[config.mk]
export PLATFORM = sky130hd
export DESIGN_NAME = wb_arbiter_2m
export DESIGN_NICKNAME = d
export VERILOG_FILES = /design/src/rtl/wb_arbiter_2m_pkg.sv /design/src/rtl/wb_timeout_counter.sv /design/src/rtl/wb_arbiter_2m.sv
export SDC_FILE = /design/constraint.sdc
export NUM_CORES = 1
export LEC_CHECK = 0
export BUFFER_PORTS_ARGS = -buffer_cell sky130_fd_sc_hd__clkbuf_2
export CORE_MARGIN = 2
export CORE_UTILIZATION = 25
export DETAILED_ROUTE_END_ITERATION = 6
export GPL_TIMING_DRIVEN = 0
export HOLD_SLACK_MARGIN = 0.02
export SETUP_SLACK_MARGIN = 0.05
export SLEW_MARGIN = 20
export SYNTH_ARGS = -nofsm -noshare
export SYNTH_HDL_FRONTEND = slang
export SYNTH_HIERARCHICAL = 1
export SYNTH_SLANG_ARGS = --single-unit
[constraint.sdc]
create_clock -name clk -period 5.85 [get_ports clk]
set_input_delay 0.2925 -clock clk [delete_from_list [all_inputs] [get_ports clk]]
set_output_delay 0.2925 -clock clk [all_outputs]
set_load 0.01 [all_outputs]
[src/rtl/wb_arbiter_2m_pkg.sv]
// Shared definitions for the two-master Wishbone arbiter: FSM encoding,
// default bus widths and the stall counter width.
package wb_arbiter_2m_pkg;

  localparam int unsigned DEF_ADDR_WIDTH = 16;
  localparam int unsigned DEF_DATA_WIDTH = 16;
  localparam int unsigned DEF_TIMEOUT    = 255;
  localparam int unsigned CNT_WIDTH      = 8;

  typedef enum logic [1:0] {
    IDLE = 2'd0,
    GNT0 = 2'd1,
    GNT1 = 2'd2,
    ERR  = 2'd3
  } state_t;

  function automatic logic is_grant(input state_t s);
    return (s == GNT0) || (s == GNT1);
  endfunction

endpackage

[src/rtl/wb_timeout_counter.sv]
// Stall counter for the owning master: counts strobed, un-acked slave cycles
// and flags when the next un-acked cycle would exceed the allowed budget.
module wb_timeout_counter
  import wb_arbiter_2m_pkg::*;
#(
  parameter int unsigned TIMEOUT = DEF_TIMEOUT
) (
  input  logic clk,
  input  logic reset,
  input  logic start,
  input  logic active,
  input  logic s_stb,
  input  logic s_ack,
  output logic expired
);

  localparam logic [CNT_WIDTH-1:0] THRESHOLD = CNT_WIDTH'(TIMEOUT - 1);

  logic [CNT_WIDTH-1:0] stall_q, stall_d;

  // NOTE: every signal written in always_comb gets a default first, so no
  // path through the block can leave it unassigned and infer a latch.
  always_comb begin
    stall_d = stall_q;
    if (start || s_ack) begin
      stall_d = '0;
    end else if (active && s_stb && (stall_q != '1)) begin
      stall_d = stall_q + 1'b1;
    end
  end

  // NOTE: sequential state uses non-blocking assignments so every flop
  // samples pre-edge values regardless of block evaluation order.
  always_ff @(posedge clk or negedge reset) begin
    if (!reset) stall_q <= '0;
    else        stall_q <= stall_d;
  end

  // An ack on the threshold cycle wins over the timeout.
  assign expired = active && !s_ack && (stall_q == THRESHOLD);

endmodule

[src/rtl/wb_arbiter_2m.sv]
// Two-master, one-slave Wishbone arbiter with round-robin on contention,
// combinational pass-through while granted, and a stall timeout that
// returns a one-cycle err to the owning master.
module wb_arbiter_2m
  import wb_arbiter_2m_pkg::*;
#(
  parameter int unsigned ADDR_WIDTH = DEF_ADDR_WIDTH,
  parameter int unsigned DATA_WIDTH = DEF_DATA_WIDTH,
  parameter int unsigned TIMEOUT    = DEF_TIMEOUT
) (
  input  logic                  clk,
  input  logic                  reset,

  input  logic                  m0_cyc,
  input  logic                  m0_stb,
  input  logic                  m0_we,
  input  logic [ADDR_WIDTH-1:0] m0_adr,
  input  logic [DATA_WIDTH-1:0] m0_dat_w,
  output logic [DATA_WIDTH-1:0] m0_dat_r,
  output logic                  m0_ack,
  output logic                  m0_err,

  input  logic                  m1_cyc,
  input  logic                  m1_stb,
  input  logic                  m1_we,
  input  logic [ADDR_WIDTH-1:0] m1_adr,
  input  logic [DATA_WIDTH-1:0] m1_dat_w,
  output logic [DATA_WIDTH-1:0] m1_dat_r,
  output logic                  m1_ack,
  output logic                  m1_err,

  output logic                  s_cyc,
  output logic                  s_stb,
  output logic                  s_we,
  output logic [ADDR_WIDTH-1:0] s_adr,
  output logic [DATA_WIDTH-1:0] s_dat_w,
  input  logic [DATA_WIDTH-1:0] s_dat_r,
  input  logic                  s_ack,

  output logic [1:0]            grant,
  output logic [CNT_WIDTH-1:0]  timeout_count
);

  state_t               state_q, state_d;
  logic                 last_grant_q, last_grant_d;
  logic [CNT_WIDTH-1:0] timeout_count_q, timeout_count_d;
  logic                 grant_start;
  logic                 expired;

  // State register; outputs decode from state, so reset clears them at once.
  always_ff @(posedge clk or negedge reset) begin
    if (!reset) begin
      state_q         <= IDLE;
      last_grant_q    <= 1'b1;
      timeout_count_q <= '0;
    end else begin
      state_q         <= state_d;
      last_grant_q    <= last_grant_d;
      timeout_count_q <= timeout_count_d;
    end
  end

  // Next-state logic
  always_comb begin
    state_d = state_q;
    unique case (state_q)
      IDLE: begin
        if (m0_cyc && m1_cyc) state_d = last_grant_q ? GNT0 : GNT1;
        else if (m0_cyc)      state_d = GNT0;
        else if (m1_cyc)      state_d = GNT1;
      end
      GNT0: begin
        if (!m0_cyc)     state_d = IDLE;
        else if (expired) state_d = ERR;
      end
      GNT1: begin
        if (!m1_cyc)     state_d = IDLE;
        else if (expired) state_d = ERR;
      end
      ERR:  state_d = IDLE;
    endcase
  end

  assign grant_start = (state_q == IDLE) && is_grant(state_d);

  always_comb begin
    last_grant_d    = last_grant_q;
    timeout_count_d = timeout_count_q;
    if (grant_start) last_grant_d = (state_d == GNT1);
    if ((state_q == ERR) && (timeout_count_q != '1)) timeout_count_d = timeout_count_q + 1'b1;
  end

  // Output logic
  always_comb begin
    s_cyc    = 1'b0;
    s_stb    = 1'b0;
    s_we     = 1'b0;
    s_adr    = '0;
    s_dat_w  = '0;
    m0_ack   = 1'b0;
    m0_err   = 1'b0;
    m0_dat_r = '0;
    m1_ack   = 1'b0;
    m1_err   = 1'b0;
    m1_dat_r = '0;
    grant    = 2'b00;
    unique case (state_q)
      GNT0: begin
        s_cyc    = m0_cyc;
        s_stb    = m0_stb;
        s_we     = m0_we;
        s_adr    = m0_adr;
        s_dat_w  = m0_dat_w;
        m0_ack   = s_ack;
        m0_dat_r = s_dat_r;
        grant    = 2'b01;
      end
      GNT1: begin
        s_cyc    = m1_cyc;
        s_stb    = m1_stb;
        s_we     = m1_we;
        s_adr    = m1_adr;
        s_dat_w  = m1_dat_w;
        m1_ack   = s_ack;
        m1_dat_r = s_dat_r;
        grant    = 2'b10;
      end
      ERR: begin
        // last_grant still names the master that owned the timed-out cycle.
        if (last_grant_q) m1_err = 1'b1;
        else              m0_err = 1'b1;
      end
      default: ;
    endcase
  end

  assign timeout_count = timeout_count_q;

  wb_timeout_counter #(.TIMEOUT(TIMEOUT)) u_timeout (
    .clk     (clk),
    .reset   (reset),
    .start   (grant_start),
    .active  (is_grant(state_q)),
    .s_stb   (s_stb),
    .s_ack   (s_ack),
    .expired (expired)
  );

endmodule

# After elaboration in Yosys (flattened, before gate mapping)
# Index checks and enable logic that the tools add are counted.
# op_classes
add_sub_neg,2
n_eq_ne,8
n_mux,24
n_reduce_logical,13
# ops
cell,count
16-bit case mux with 2 select lines,2
16-bit two-way mux,2
8-bit by 1-bit adder with 8-bit output (second input constant),2
8-bit two-way mux,2
8-bit != test (second input constant),2
2-bit two-way mux,7
8-bit == test (second input constant),1
2-bit case mux with 4 select lines,1
1-bit logical AND,7
2-bit == test (second input constant),3
1-bit two-way mux,6
1-bit case mux with 2 select lines,3
2-bit by 1-bit == test with 1-bit output (second input constant),2
2-bit case mux with 2 select lines,1
1-bit logical OR,3
2-bit logical NOT,1
2-bit nonzero test,1
1-bit logical NOT,1
# totals
register_bits,19
inputBits,89
output_inout_bits,81
elab_cells,51

# Logic depth before layout (Yosys ltp)
# logic_depth
depth_word,12
depth_mapped,12
ltp_nobuf,12

# Hierarchy
# The synthesis kept the hierarchy.
# by_module_without_submodules
mod,instances,cells_per_inst,area_each_um2,seq_area_each_um2
wb_arbiter_2m,1,182,1438.9,276.5
wb_timeout_counter,1,50,488.0,200.2

# Least setup slack after synthesis
# OpenSTA, ideal clock, no wires.
# synth_timing
kind,register to register
start,register state_q[0]
end,register u_timeout.stall_q[4]
setup_ns,0.099
arrival_time_ns,2.308
t_required_ns,5.751
path_slack_ns,3.443
path_stages_with_launch,12
n_path_buf,0
period_less_slack_ns,2.407
cell_sequence,dfrtp_1 inv_1 ha_1 nand4_1 nor2_1 or2_2 a21oi_1 a31oi_1 ha_1 nor2_1 or2_2 a311oi_1
# synth_via
elab_chain_len,12
elab_cells_between_ends,24
cone_classes,5 x eq/ne; 9 x mux; 10 x reduce/logical
# synth_lines
item,line_no,source
start: declaration,wb_arbiter_2m.sv:44,"state_t state_q, state_d;"
start signal: assignment,wb_arbiter_2m.sv:57,state_q <= state_d;
2-bit by 1-bit == test with 1-bit output or 2-bit == test (tied branches),wb_arbiter_2m_pkg.sv:18,return (s == GNT0) || (s == GNT1);
1-bit logical OR *,wb_arbiter_2m_pkg.sv:18,
1-bit logical AND * (2 in series),wb_timeout_counter.sv:40,assign expired = active && !s_ack && (stall_q == THRESHOLD);
via expired,wb_arbiter_2m.sv:48,logic expired;
2-bit two-way mux *,"wb_arbiter_2m.sv:74, wb_arbiter_2m.sv:78",
"2-bit two-way mux, on equally long branches","wb_arbiter_2m.sv:77, wb_arbiter_2m.sv:73",
2-bit case mux with 4 select lines *,wb_arbiter_2m.sv:66,unique case (state_q)
via state_d[1],wb_arbiter_2m.sv:44,
2-bit by 1-bit == test with 1-bit output or 2-bit == test (tied branches),wb_arbiter_2m_pkg.sv:18,
1-bit logical OR *,wb_arbiter_2m_pkg.sv:18,
1-bit logical AND *,wb_arbiter_2m.sv:84,assign grant_start = (state_q == IDLE) && is_grant(state_d);
via grant_start,wb_arbiter_2m.sv:47,logic grant_start;
1-bit logical OR *,wb_timeout_counter.sv:25,if (start || s_ack) begin
8-bit two-way mux or 2-bit nonzero test (tied branches),-,
end signal: assignment,wb_timeout_counter.sv:36,else stall_q <= stall_d;
end: declaration,wb_timeout_counter.sv:19,"logic [CNT_WIDTH-1:0] stall_q, stall_d;"
# Mark *: on every way through the listed nets, which the timed path passes. The rest lies on a longest branch.
# A chain may end at the register's enable or synchronous reset.

# Worst setup path after layout
# Ends and elaborated chain as after synthesis.

==> flow_summary.toml <==
[outcome]
outcome = "completed"

[setup_path]
crit_type = "reg2reg"
required_ps = 6020
path_cells = "inv_1 > ha_1 > nand4_1 > nor2_1 > or2_2 > a21oi_1 > a31oi_1 > ha_1 > nor2_1 > or2_2 > a311oi_1"
reg2reg_depth = 11
cp-start-kind = "flop"
r2r-start = "state_q[0]"
critPathMaxFanout = 12
slowest_delay_ps = 450
crit_path_end_kind = "flop"
crit_buf_inv = 1
cp_data_arrival_time_ps = 2910
cpLargestDelayFamily = "simple AND/OR/NAND/NOR gates"
cp.depth = 11
timing.rr.end = "u_timeout/stall_q[4]"
cp_slowest_cell = "ha_1"
rrSetupSlack_ps = 3120

[clock_tree]
clkLatencyLatePin_ps = 260
cts_sinks = 19
ctsHoldBuffers = 1
post_cts_resized = 0
htreeDepth = 1
clk_pin_slew_worst_paths_ps = 80
cts_inserted_buffers = 3
cts_setup_buffers = 0
cts_max_path_buffers = 2
clk_root_buffer_cell = "clkbuf_8"
cts_tree = "yes"

[die]
rows = 32
die_h_um = 91.79
start_util_pct = 25.33
io_pins = 170
fp.coreArea_mm2 = 0.007607
die-area_mm2 = 0.008425
die_w_um = 91.79

[synth]
synth_area_leader_cell = "dfrtp_1"
synth_cell_type_count = 47
postSynthAreaPerCell_um2 = 8.305
synth.top_cell.area_share_pct = 23.38
ys_ff_latch = 19
yosys_warnings = 6
syn-num-nets = 330
synthCells = 232
synthesis.area_mm2 = 0.001927
ys_seq_area_share_pct = 24.74
synth_area_leaders = "dfrtp_1, a22oi_1, and2_1"
synth_edf_count = 0
synth_top_flop_cell = "dfrtp_1"
synth-async-reset-ratio_pct = 100.0

[route]
wire_per_inst_um = 12.77
drt_iter0_drc = 87
ant_nets = 0
routed_via_density = 4.634
vias = 2354
routed_wl_um = 6489
drc = 0
drt_first_pass_iters = 4

[pwr]
intPower_uw = 577.8
switching_share_pct = 48.66
p_sw_uw = 547.6
ir_worst_vdd_uv = 133.3
p_clk_share_pct = 8.5
seqPwrFrac_pct = 17.2
p_leak_uw = 0.001552
power_density_mw_per_mm2 = 380.3
p_comb_share_pct = 74.3

[final_layout]
syn2layout_area_growth_pct = 53.57
regArea_um2 = 476.7
final_cell_area_mm2 = 0.002959
finalNetCount = 505
fillers = 837
antenna-diode-count = 0
drive_gt1_share_pct = 48.52
multi_input_area_mm2 = 0.001353

[placement]
gp_congestion = 0.7547
io_buffers = 169
dpl_cell_area_mm2 = 0.002900
hpwlAfterDp_um = 5354

[hold_path]
min_to = "state_q[0]"
worst_hold_path_type = "in2reg"
holdPathStages = 3
hp-start = "m0_cyc"

[sta]
maxSlewViolCount = 0
fmax_mhz = 365.8
fin_crit_sh_pct = 46.73
relSlewSlack_pct = 67.65
setup_viol = 0
grt_setup_unrepaired = "no"
final_hold_viol_count = 0
tns_ps = 0
post-route-min-period_ps = 2734
fin_worst_skew_ps = 7.486
tightest_slew_ps = 485.2

[global_route]
grt_pass1_vias = 2150
antenna_found_initial = 0
grt_start_max_net_pins = 20
grt_use_total_pct = 14.57
grt_first_pass_wirelength_um = 10210
grt_overflow = 0

[run]
drv_cap = 0
## cell families after synthesis
logic type	Yosys count	synth area share, %
AO/OA/AOI/OAI	60	23.57
XOR/XNOR	1	0.4546
adder cells (fa/ha/maj)	9	5.844
buffers and inverters	23	5.065
flip-flops	19	24.74
multiplexers	7	4.155
AND/OR/NAND/NOR	113	36.17
## routing by layer
layer | vias to the layer above | share of wire (%) | global-route usage, %
met5 | - | 0 | 0
met2 | 84 | 49 | 24.94
met1 | 1083 | 44 | 19.14
li1 | 1183 | - | -
met4 | 0 | 0.85 | 3.607
met3 | 4 | 5.5 | 2.383
## through the flow
step	setup WS, ps	util [%]	power, µW	std cells	hold WS (ps)
after global placement	3171	38.13	1030	503	279.6
final	3116	38.90	1125	508	338.1
after detailed placement	3112	38.13	1042	503	279.7
after CTS	3102	38.90	1144	508	334.6
after global routing	2914	38.90	1232	508	359.6
after floorplan	3443	-	722.9	232	-3.091
## flip-flops by register name (all words and copies together) (netlist names)
register / cells
timeout_count: 8
u_timeout/stall_q: 8
last_grant_q: 1
state_q: 2
## cell usage after synthesis (all sizes together) (5+ instances only)
cell type	count
mux2	5
buf	6
a22oi	34
inv	5
dfrtp	18
nand2	10
a21oi	5
clkbuf	12
and2	40
ha	9
nor2b	37
and3	5
## cell usage in the layout (no fill, tap or decap), types with 4 or more instances in the layout
cell | netlist | routed
nand4_1 | 4 | 4
nand2_1 | 10 | 10
dfrtp_1 | 18 | 18
a22oi_1 | 34 | 34
clkbuf_1 | 11 | 11
ha_1 | 9 | 9
inv_1 | 5 | 5
and2_1 | 39 | 39
a31oi_1 | 4 | 4
buf_2 | 5 | 5
a21oi_1 | 5 | 5
clkbuf_2 | 1 | 170
nor2b_1 | 36 | 36
## power groups by stage
stage / clock network, µW / registers [µW] / logic [µW]
finish: 95.6 / 194 / 836
CTS: 99.0 / 194 / 851
detailed placement: 0 / 196 / 846
global placement: 0 / 194 / 836
global route: 106 / 200 / 927
floorplan: 0 / 193 / 530
## worst min-delay path: cells and delay by family
family	cells	cell delay [ps]
compound gates	1	90
buf+inv	1	110
simple gates	1	80
## cell type report
| type | instances | area share [%] |
|---|---|---|
| Inverter | 5 | 0.6342 |
| Clock buffer | 3 | 1.395 |
| Buffer | 18 | 2.664 |
| Timing Repair Buffer | 170 | 28.92 |
| Tap cell | 102 | 4.313 |
| Sequential cell | 19 | 16.11 |
| Multi-Input combinational cell | 190 | 45.71 |
| Clock inverter | 1 | 0.2537 |
## worst max-delay path by stage
stage               start              endpoint  slack [ps]
2_1_floorplan  state_q[0]  u_timeout/stall_q[4]        3440
3_5_place_dp   state_q[0]  u_timeout/stall_q[4]        3110
4_1_cts        state_q[0]  u_timeout/stall_q[4]        3100
5_1_grt        state_q[0]  u_timeout/stall_q[3]        2910
3_3_place_gp   state_q[0]  u_timeout/stall_q[4]        3170
6_report       state_q[0]  u_timeout/stall_q[4]        3120
Note: power is estimated with default switching activity, not from simulation.
